File: src/rtl/serial_subtractor_if.sv
// Request/result bundle for serial_subtractor; signal names keep the block's i_/o_ view.
// SERIAL_SUBTRACTOR_OVF_EN adds the o_ovf result bit.
interface serial_subtractor_if #(
  parameter int WIDTH = 32
);
  // valid/ready: a transfer happens on a rising edge where valid and ready are
  // both high; the producer holds its payload steady until that edge.
  logic             i_valid;
  logic             o_ready;
  logic [WIDTH-1:0] i_a;
  logic [WIDTH-1:0] i_b;
  logic             i_bin;
  logic             o_valid;
  logic             i_ready;
  logic [WIDTH-1:0] o_d;
  logic             o_bout;
`ifdef SERIAL_SUBTRACTOR_OVF_EN
  logic             o_ovf;

  modport slave (
    input  i_valid, i_a, i_b, i_bin, i_ready,
    output o_ready, o_valid, o_d, o_bout, o_ovf
  );

  modport master (
    output i_valid, i_a, i_b, i_bin, i_ready,
    input  o_ready, o_valid, o_d, o_bout, o_ovf
  );
`else
  modport slave (
    input  i_valid, i_a, i_b, i_bin, i_ready,
    output o_ready, o_valid, o_d, o_bout
  );

  modport master (
    output i_valid, i_a, i_b, i_bin, i_ready,
    input  o_ready, o_valid, o_d, o_bout
  );
`endif
endinterface

File: src/rtl/serial_subtractor.sv
// Multi-cycle subtractor: d = a - b - bin, CHUNK bits per cycle, LSB chunk first.
// Define SERIAL_SUBTRACTOR_OVF_EN to add the signed-overflow output o_ovf.
module serial_subtractor #(
  parameter int WIDTH = 32,
  parameter int CHUNK = 8
) (
  input  logic                 i_clk,
  input  logic                 i_rst,
  serial_subtractor_if.slave   bus,
  output logic [1:0]           o_dbg_state
);

  // WIDTH must be a multiple of CHUNK; the bus WIDTH must match this WIDTH.
  localparam int NCHUNK = WIDTH / CHUNK;
  localparam int CW     = (NCHUNK > 1) ? $clog2(NCHUNK) : 1;
  localparam logic [CW-1:0] LAST_CHUNK = CW'(NCHUNK - 1);

  typedef enum logic [1:0] {
    IDLE = 2'd0,
    RUN  = 2'd1,
    DONE = 2'd2
  } state_t;

  state_t           state_q, state_d;
  logic [WIDTH-1:0] a_q, b_q, d_q;
  logic             borrow_q, bout_q;
  logic [CW-1:0]    cnt_q;

  logic [CHUNK-1:0] a_k, b_k, d_k;
  logic             borrow_k;
  logic             last_chunk;
  logic             accept;
  logic             deliver;

  assign last_chunk = (cnt_q == LAST_CHUNK);
  assign accept     = (state_q == IDLE) && bus.i_valid;
  assign deliver    = (state_q == DONE) && bus.i_ready;

  // Chunk select by constant slices keeps the mux free of variable shifts.
  always_comb begin
    a_k = '0;
    b_k = '0;
    for (int k = 0; k < NCHUNK; k++) begin
      if (cnt_q == CW'(k)) begin
        a_k = a_q[k*CHUNK +: CHUNK];
        b_k = b_q[k*CHUNK +: CHUNK];
      end
    end
  end

  assign {borrow_k, d_k} = {1'b0, a_k} - {1'b0, b_k} - {{CHUNK{1'b0}}, borrow_q};

  always_ff @(posedge i_clk or posedge i_rst) begin
    if (i_rst) state_q <= IDLE;
    else       state_q <= state_d;
  end

  always_comb begin
    state_d = state_q;
    case (state_q)
      IDLE:    if (accept)     state_d = RUN;
      RUN:     if (last_chunk) state_d = DONE;
      DONE:    if (deliver)    state_d = IDLE;
      default:                 state_d = IDLE;
    endcase
  end

  always_ff @(posedge i_clk or posedge i_rst) begin
    if (i_rst) begin
      a_q      <= '0;
      b_q      <= '0;
      d_q      <= '0;
      borrow_q <= 1'b0;
      bout_q   <= 1'b0;
      cnt_q    <= '0;
    end else begin
      case (state_q)
        IDLE: begin
          if (accept) begin
            a_q      <= bus.i_a;
            b_q      <= bus.i_b;
            borrow_q <= bus.i_bin;
            d_q      <= '0;
            bout_q   <= 1'b0;
            cnt_q    <= '0;
          end
        end
        RUN: begin
          for (int k = 0; k < NCHUNK; k++) begin
            if (cnt_q == CW'(k)) d_q[k*CHUNK +: CHUNK] <= d_k;
          end
          borrow_q <= borrow_k;
          if (last_chunk) begin
            bout_q <= borrow_k;
            cnt_q  <= '0;
          end else begin
            cnt_q  <= cnt_q + 1'b1;
          end
        end
        default: ;
      endcase
    end
  end

  assign bus.o_ready = (state_q == IDLE);
  assign bus.o_valid = (state_q == DONE);
  assign bus.o_d     = d_q;
  assign bus.o_bout  = bout_q;
  assign o_dbg_state = state_q;

`ifdef SERIAL_SUBTRACTOR_OVF_EN
  // Operands of differing sign overflow when the result sign departs from a.
  assign bus.o_ovf = (state_q == DONE)
                   && (a_q[WIDTH-1] != b_q[WIDTH-1])
                   && (d_q[WIDTH-1] != a_q[WIDTH-1]);
`else
`endif

  a_ready_valid_exclusive: assert property (
    @(posedge i_clk) disable iff (i_rst) !(bus.o_ready && bus.o_valid));

  a_result_held: assert property (
    @(posedge i_clk) disable iff (i_rst)
    (bus.o_valid && !bus.i_ready) |=> (bus.o_valid && $stable(bus.o_d) && $stable(bus.o_bout)));

endmodule
File: src/flat_wrapper.sv
// flat-port wrapper written by rule: the top's interface ports become plain ports
module serial_subtractor_flat 
#(
  parameter int WIDTH = 32,
  parameter int CHUNK = 8
)
  (i_clk, i_rst, o_dbg_state, bus_i_valid, bus_i_a, bus_i_b, bus_i_bin, bus_i_ready, bus_o_ready, bus_o_valid, bus_o_d, bus_o_bout);
  serial_subtractor_if #(.WIDTH(WIDTH)) bus_i ();
  input  logic i_clk;
  input  logic i_rst;
  output logic [1:0] o_dbg_state;
  input wire logic [$bits(bus_i.i_valid)-1:0] bus_i_valid;
  input wire logic [$bits(bus_i.i_a)-1:0] bus_i_a;
  input wire logic [$bits(bus_i.i_b)-1:0] bus_i_b;
  input wire logic [$bits(bus_i.i_bin)-1:0] bus_i_bin;
  input wire logic [$bits(bus_i.i_ready)-1:0] bus_i_ready;
  output wire logic [$bits(bus_i.o_ready)-1:0] bus_o_ready;
  output wire logic [$bits(bus_i.o_valid)-1:0] bus_o_valid;
  output wire logic [$bits(bus_i.o_d)-1:0] bus_o_d;
  output wire logic [$bits(bus_i.o_bout)-1:0] bus_o_bout;
  assign bus_i.i_valid = bus_i_valid;
  assign bus_i.i_a = bus_i_a;
  assign bus_i.i_b = bus_i_b;
  assign bus_i.i_bin = bus_i_bin;
  assign bus_i.i_ready = bus_i_ready;
  assign bus_o_ready = bus_i.o_ready;
  assign bus_o_valid = bus_i.o_valid;
  assign bus_o_d = bus_i.o_d;
  assign bus_o_bout = bus_i.o_bout;
  serial_subtractor #(.WIDTH(WIDTH), .CHUNK(CHUNK)) u_core (.i_clk(i_clk), .i_rst(i_rst), .bus(bus_i), .o_dbg_state(o_dbg_state));
endmodule
File: config.mk
export PLATFORM = sky130hd
export DESIGN_NAME = serial_subtractor_flat
export DESIGN_NICKNAME = d
export VERILOG_FILES = /design/src/rtl/serial_subtractor_if.sv /design/src/rtl/serial_subtractor.sv /design/src/flat_wrapper.sv
export SDC_FILE = /design/constraint.sdc
export NUM_CORES = 1
export LEC_CHECK = 0
export BUFFER_PORTS_ARGS = -buffer_cell sky130_fd_sc_hd__buf_2
export CORE_ASPECT_RATIO = 1.5
export CORE_MARGIN = 5
export CORE_UTILIZATION = 23
export CTS_CLUSTER_DIAMETER = 150
export DETAILED_ROUTE_END_ITERATION = 16
export PLACE_DENSITY = 0.5
export SYNTH_ARGS = -nofsm -noshare
export SYNTH_HDL_FRONTEND = slang
export SYNTH_SLANG_ARGS = --single-unit
File: constraint.sdc
create_clock -name i_clk -period 6.2 [get_ports i_clk]
set_input_delay 1.24 -clock i_clk [delete_from_list [all_inputs] [get_ports i_clk]]
set_output_delay 1.24 -clock i_clk [all_outputs]
set_load 0.01 [all_outputs]
* Word-level counts from Yosys, hierarchy flattened
Cells that the tools add are included.
Storage, ports and cells: input port bits 69, output and inout bits 37, register bits 102, word-level logic and storage cells 62
Operators by class: $add $sub $neg 3, muxes and demuxes 26, reductions and logical operators 12, equality and inequality tests 11
Operators with widths (count):
- 8-bit two-way mux | 12
- 32-bit one-hot mux with 2 select lines | 1
- 32-bit two-way mux | 1
- 3-bit AND reduction | 5
- 2-bit by 1-bit != test with 1-bit output, second input constant | 6
- 2-bit two-way mux | 5
- 8-bit by 8-bit subtractor with 9-bit output | 1
- 9-bit by 1-bit subtractor with 9-bit output | 1
- 2-bit == test, second input constant | 3
- 2-bit one-hot mux with 3 select lines | 1
- 2-bit by 1-bit == test with 1-bit output, second input constant | 2
- 2-bit zero test | 2
- 1-bit one-hot mux with 2 select lines | 2
- 2-bit one-hot mux with 2 select lines | 1
- 2-bit AND reduction | 2
- 1-bit two-way mux | 3
- 2-bit by 1-bit adder with 2-bit output, second input constant | 1
- 1-bit logical AND | 2
- 2-bit nonzero test | 1

* Depth between registers and ports, before layout
word-level depth 9, depth in mapped cells 18, depth with buffers taken out 17

* Worst setup path after synthesis
No wires, ideal clock.
kind flip-flop to flip-flop, from register u_core.cnt_q[0], to register u_core.borrow_q, slack 2.996 ns, path buffers 2, library setup time 0.137 ns, period minus slack after synthesis 3.204 ns, stages on the path, launching flop included 16, required time 6.063 ns, arrival 3.067 ns, cells stage by stage dfrtp_1 -> inv_1 -> ha_1 -> clkbuf_1 -> clkbuf_1 -> a21oi_1 -> o21ai_0 -> fa_1 -> inv_1 -> fa_1 -> nand2b_1 -> a21oi_1 -> a21oi_1 -> a31oi_1 -> xnor2_1 -> a21oi_1
On the way: longest elaborated chain between the ends 8, elaborated cells on any way between the ends 15, classes of those cells add/sub: 2; eq/ne: 3; mux: 9; reduce/logical: 1
RTL lines:
- start: declaration | RTL line serial_subtractor.sv:27 | logic [CW-1:0] cnt_q;
- start signal: assignment | RTL line serial_subtractor.sv:97 | cnt_q <= cnt_q + 1'b1;
- 2-bit zero test | RTL line serial_subtractor.sv:44 | if (cnt_q == CW'(k)) begin
- 8-bit two-way mux (4 in a row) | RTL line serial_subtractor.sv:44
- 8-bit by 8-bit subtractor with 9-bit output (*) | RTL line serial_subtractor.sv:51 | assign {borrow_k, d_k} = {1'b0, a_k} - {1'b0, b_k} - {{CHUNK{1'b0}}, borrow_q};
- 9-bit by 1-bit subtractor with 9-bit output (*) | RTL line serial_subtractor.sv:51
- 1-bit one-hot mux with 2 select lines (*) | RTL line serial_subtractor.sv:77 | case (state_q)
- end signal: assignment | RTL line serial_subtractor.sv:82 | borrow_q <= bus.i_bin;
- end signal: assignment | RTL line serial_subtractor.sv:92 | borrow_q <= borrow_k;
- end: declaration | RTL line serial_subtractor.sv:26 | logic borrow_q, bout_q;
Every way passes the cells marked *; elsewhere a longest branch is shown, timed or not. A chain may end at the register's enable or synchronous reset.

* Worst setup path after layout
from register u_core.cnt_q[0], to register u_core.bout_q, in the netlist u_core.bus.o_bout
On the way: longest elaborated chain between the ends 9, elaborated cells on any way between the ends 18, classes of those cells add/sub: 2; eq/ne: 4; mux: 10; reduce/logical: 2
RTL lines:
- 2-bit zero test | RTL line serial_subtractor.sv:44
- 8-bit two-way mux (4 in a row) | RTL line serial_subtractor.sv:44
- 8-bit by 8-bit subtractor with 9-bit output | RTL line serial_subtractor.sv:51
- 9-bit by 1-bit subtractor with 9-bit output | RTL line serial_subtractor.sv:51
- 1-bit two-way mux | RTL line serial_subtractor.sv:93 | if (last_chunk) begin
- 1-bit one-hot mux with 2 select lines | RTL line serial_subtractor.sv:77
- end signal: assignment | RTL line serial_subtractor.sv:94 | bout_q <= borrow_k;
- end: declaration | RTL line serial_subtractor.sv:26
Several ways; a longest one is shown, not always the timed one. The select of a mux whose other input is x is not followed.

==> out/metrics.csv <==
stage;metric;value;unit
outcome;status;finished, final reports clean;
placement;dpl.hpwl;10.6;mm
synth;syn-num-nets;537;
synth;async_flop_share;1.00;
global_route;grtUsageMet3;0.0224;
global_route;grt_max_degree;55;
synth;synth_cell_types;36;
global_route;grt_pass1_vias;3857;
synth;synth-main-ff-cell;dfrtp_1;
finish;syn_to_final_growth;22.5;%
clocking;cts_root_buf;clkbuf_16;
synth;yosysSeqAreaShare;0.522;
clocking;cts_resized;0;
synth;synthXorXnorAreaFrac;0.0125;
synth;synth_area;4890;um2
timing;setup_viol;0;
synth;synth_edf_count;0;
worst_hold_path;hold_path_class;reg2reg;
synth;synth_cells;450;
timing;tns;0;ns
finish;final_nets;635;
worst_setup_path;worst_path_most_repeated_cell;a21oi_1;
clocking;cts_buffers;9;
worst_setup_path;rr_worst_depth;17;
clocking;clk_latency;0.35;ns
clocking;ctsHoldBuffers;0;
timing;rsz0062_at_grt;no;
floorplanning;die_h;189;um
routing;antenna_left;0;
global_route;use_met1;0.127;
timing;skew;0.00963;ns
timing;min_period;4.18;ns
worst_setup_path;critical_path.max_fanout;21;
worst_setup_path;slowest_delay;0.76;ns
timing;max_freq;0.239;GHz
finish;stdcell_count;820;
timing;hold_violations;0;
floorplanning;dieArea;24300;um2
routing;avgRoutedWirePerCell;16.8;um
floorplanning;die_width;129;um
worst_setup_path;cp.depth;17;
clocking;cts_sinks;102;
floorplanning;initial_core_util;0.233;
global_route;track_usage;0.116;
placement;dp.cells;805;
worst_setup_path;slowest_stage;ha_1;
worst_setup_path;cp_top_family;adder cells;
floorplanning;io-pin-count;106;
synth;yosysMostFrequentCell;dfrtp_1;
synth;synth_compound_area_frac;0.123;
clocking;cts_tree;yes;
clocking;clkSlewWorstSetupHoldPaths;0.07;ns
routing;drt_wl_total;13.8;mm
synth;synth_common_cells;dfrtp_1, mux2_2, nand2_1;
synth;synth_seq_cells;102;
synth;yosysTopAreaCellShare;0.522;
synth;synth_fa_ha_area_frac;0.0492;
global_route;top_usage_layer;met2;
worst_setup_path;required;6.42;ns
placement;portBuffers;105;
synth;yosysWarnings;0;
clocking;cts_buffer_depth;2;
timing;timing.hold.ws;0.476;ns
global_route;grt_use_met2;0.207;
job;drv_cap;0;
routing;vias;3614;
synth;post_synth.cell_area_avg;10.9;um2
synth;synth_top_cell_by_area;dfrtp_1;
finish;antennaDiodeCount;0;
worst_setup_path;start_kind;flop;
timing;maxSlewHeadroom;0.389;
synth;muxShareOfSynthArea;0.164;
floorplanning;rows;65;
global_route;grt_antenna_before_repair;0;
worst_hold_path;holdPathStages;2;
worst_setup_path;cp_cell_sequence;inv_1, ha_1, nand2_1, nor2_1, a21oi_1, nor2_1, a21oi_1, o21ai_0, fa_1, inv_1, fa_1, nand2b_1, a21oi_1, a21oi_1, a31oi_1, xnor2_1, o21ai_0;
routing;drt_pass1_iterations;4;
worst_setup_path;critPathBufInv;2;
worst_setup_path;crit_type;reg2reg;
timing;slew_violations;0;
placement;gp_congestion;0.813;
timing;finalCritPeriodShare;0.675;
clocking;htree_levels;3;
routing;route.detailed.drc;0;
worst_setup_path;endpoint_kind;flop;
finish;drive_gt1_frac;0.355;
worst_setup_path;arrival;4.41;ns
synth;ys_top_cells_by_area;dfrtp_1, mux2_2, nand2_1, o21ai_0, ha_1;
timing;worstMarginPinSlew;0.916;ns
clocking;postCtsSetupBuffers;0;
global_route;grt_pass1_wl;21.5;mm
routing;drtIter0Drc;199;
synth;synth_top_family_by_area;multiplexers;
routing;vias_per_cell;4.41;
floorplanning;core_area;21000;um2
synth;yosys.area_share.simple;0.0917;
global_route;grt.overflow.total;0;
[worst register-to-register path, cell delays in order, from the launching register on]
cell and delay, ns:
dfrtp_1 0.43, inv_1 0.10, ha_1 0.77, nand2_1 0.12
nor2_1 0.12, a21oi_1 0.06, nor2_1 0.11, a21oi_1 0.04
o21ai_0 0.43, fa_1 0.26, inv_1 0.07, fa_1 0.42
nand2b_1 0.18, a21oi_1 0.24, a21oi_1 0.15, a31oi_1 0.21
xnor2_1 0.23, o21ai_0 0.13
[registers in the layout (all words and copies together) (netlist names)]
| register | flops |
|---|---|
| u_core.bus.o_d | 32 |
| u_core.bus.o_bout | 1 |
| u_core.borrow_q | 1 |
| u_core.o_dbg_state | 2 |
| u_core.a_q | 32 |
| u_core.cnt_q | 2 |
| u_core.b_q | 32 |
[per-stage QoR]
| stage | util | cell area [um2] | setup WS, ns |
|---|---|---|---|
| finish | 0.285 | 5990 | 2.02 |
| global route | 0.285 | 5990 | 1.71 |
| CTS | 0.285 | 5990 | 1.94 |
| detailed placement | 0.271 | 5690 | 1.96 |
| global placement | 0.271 | 5690 | 2.05 |
| floorplan | - | 4890 | 2.28 |
[cells in the final DEF, fill, tap and decap left out, types with 2 or more instances in the layout]
cell and count:
dfrtp_1 102, buf_4 6, fa_1 2, xnor2_1 5, nor2b_1 3, ha_1 16
a31oi_1 2, xor2_1 2, clkbuf_16 9, a22o_1 5, mux2i_1 8, a21oi_1 29
nand3_1 2, nand2_1 64, o21ai_0 43, mux2_2 64, o21bai_1 2, buf_2 105
nor2_1 32, o31ai_1 2, inv_1 19, nand2b_1 5, clkinv_2 2, a32o_1 6
[worst paths after layout]
kind,start,endpoint,slack [ns]
max,u_core.cnt_q[0]$_DFFE_PP0P_,u_core.bus.o_bout$_DFFE_PP0P_,2.02
min,u_core.bus.o_d[14]$_DFFE_PP0P_,u_core.bus.o_d[14]$_DFFE_PP0P_,0.48
max reg2reg,u_core.cnt_q[0]$_DFFE_PP0P_,u_core.bus.o_bout$_DFFE_PP0P_,2.02
min reg2reg,u_core.bus.o_d[14]$_DFFE_PP0P_,u_core.bus.o_d[14]$_DFFE_PP0P_,0.48
max in group asynchronous,i_rst,u_core.b_q[29]$_DFFE_PP0P_,4.02
min in group asynchronous,i_rst,u_core.bus.o_d[25]$_DFFE_PP0P_,0.97
[cell families after synthesis]
logic type                 count (synthesis)
and+or+nand+nor                          110
DFF                                      102
AOI/OAI and AO/OA                         97
muxes                                     72
buffers and inverters                     44
adders and majority gates                 18
xor gates and xnor gates                   7
[layout make-up]
class                   count  area (um2)
repair buffers            111         571
inverters                  20        77.6
well taps                 268         335
multi-input cells         304        2150
flip-flops and latches    102        2550
clock buffers              10         239
clock inverters             5        57.6
fillers                  2271       15000
[per-layer routing]
metal	wire (um)	vias to the layer above
li1	-	1739
met1	5330	1752
met2	7370	97
met3	598	26
met4	493	0
met5	0	-
Power is not shown: default switching activity piles up to over one toggle a cycle in this logic, so the estimate is an artifact.
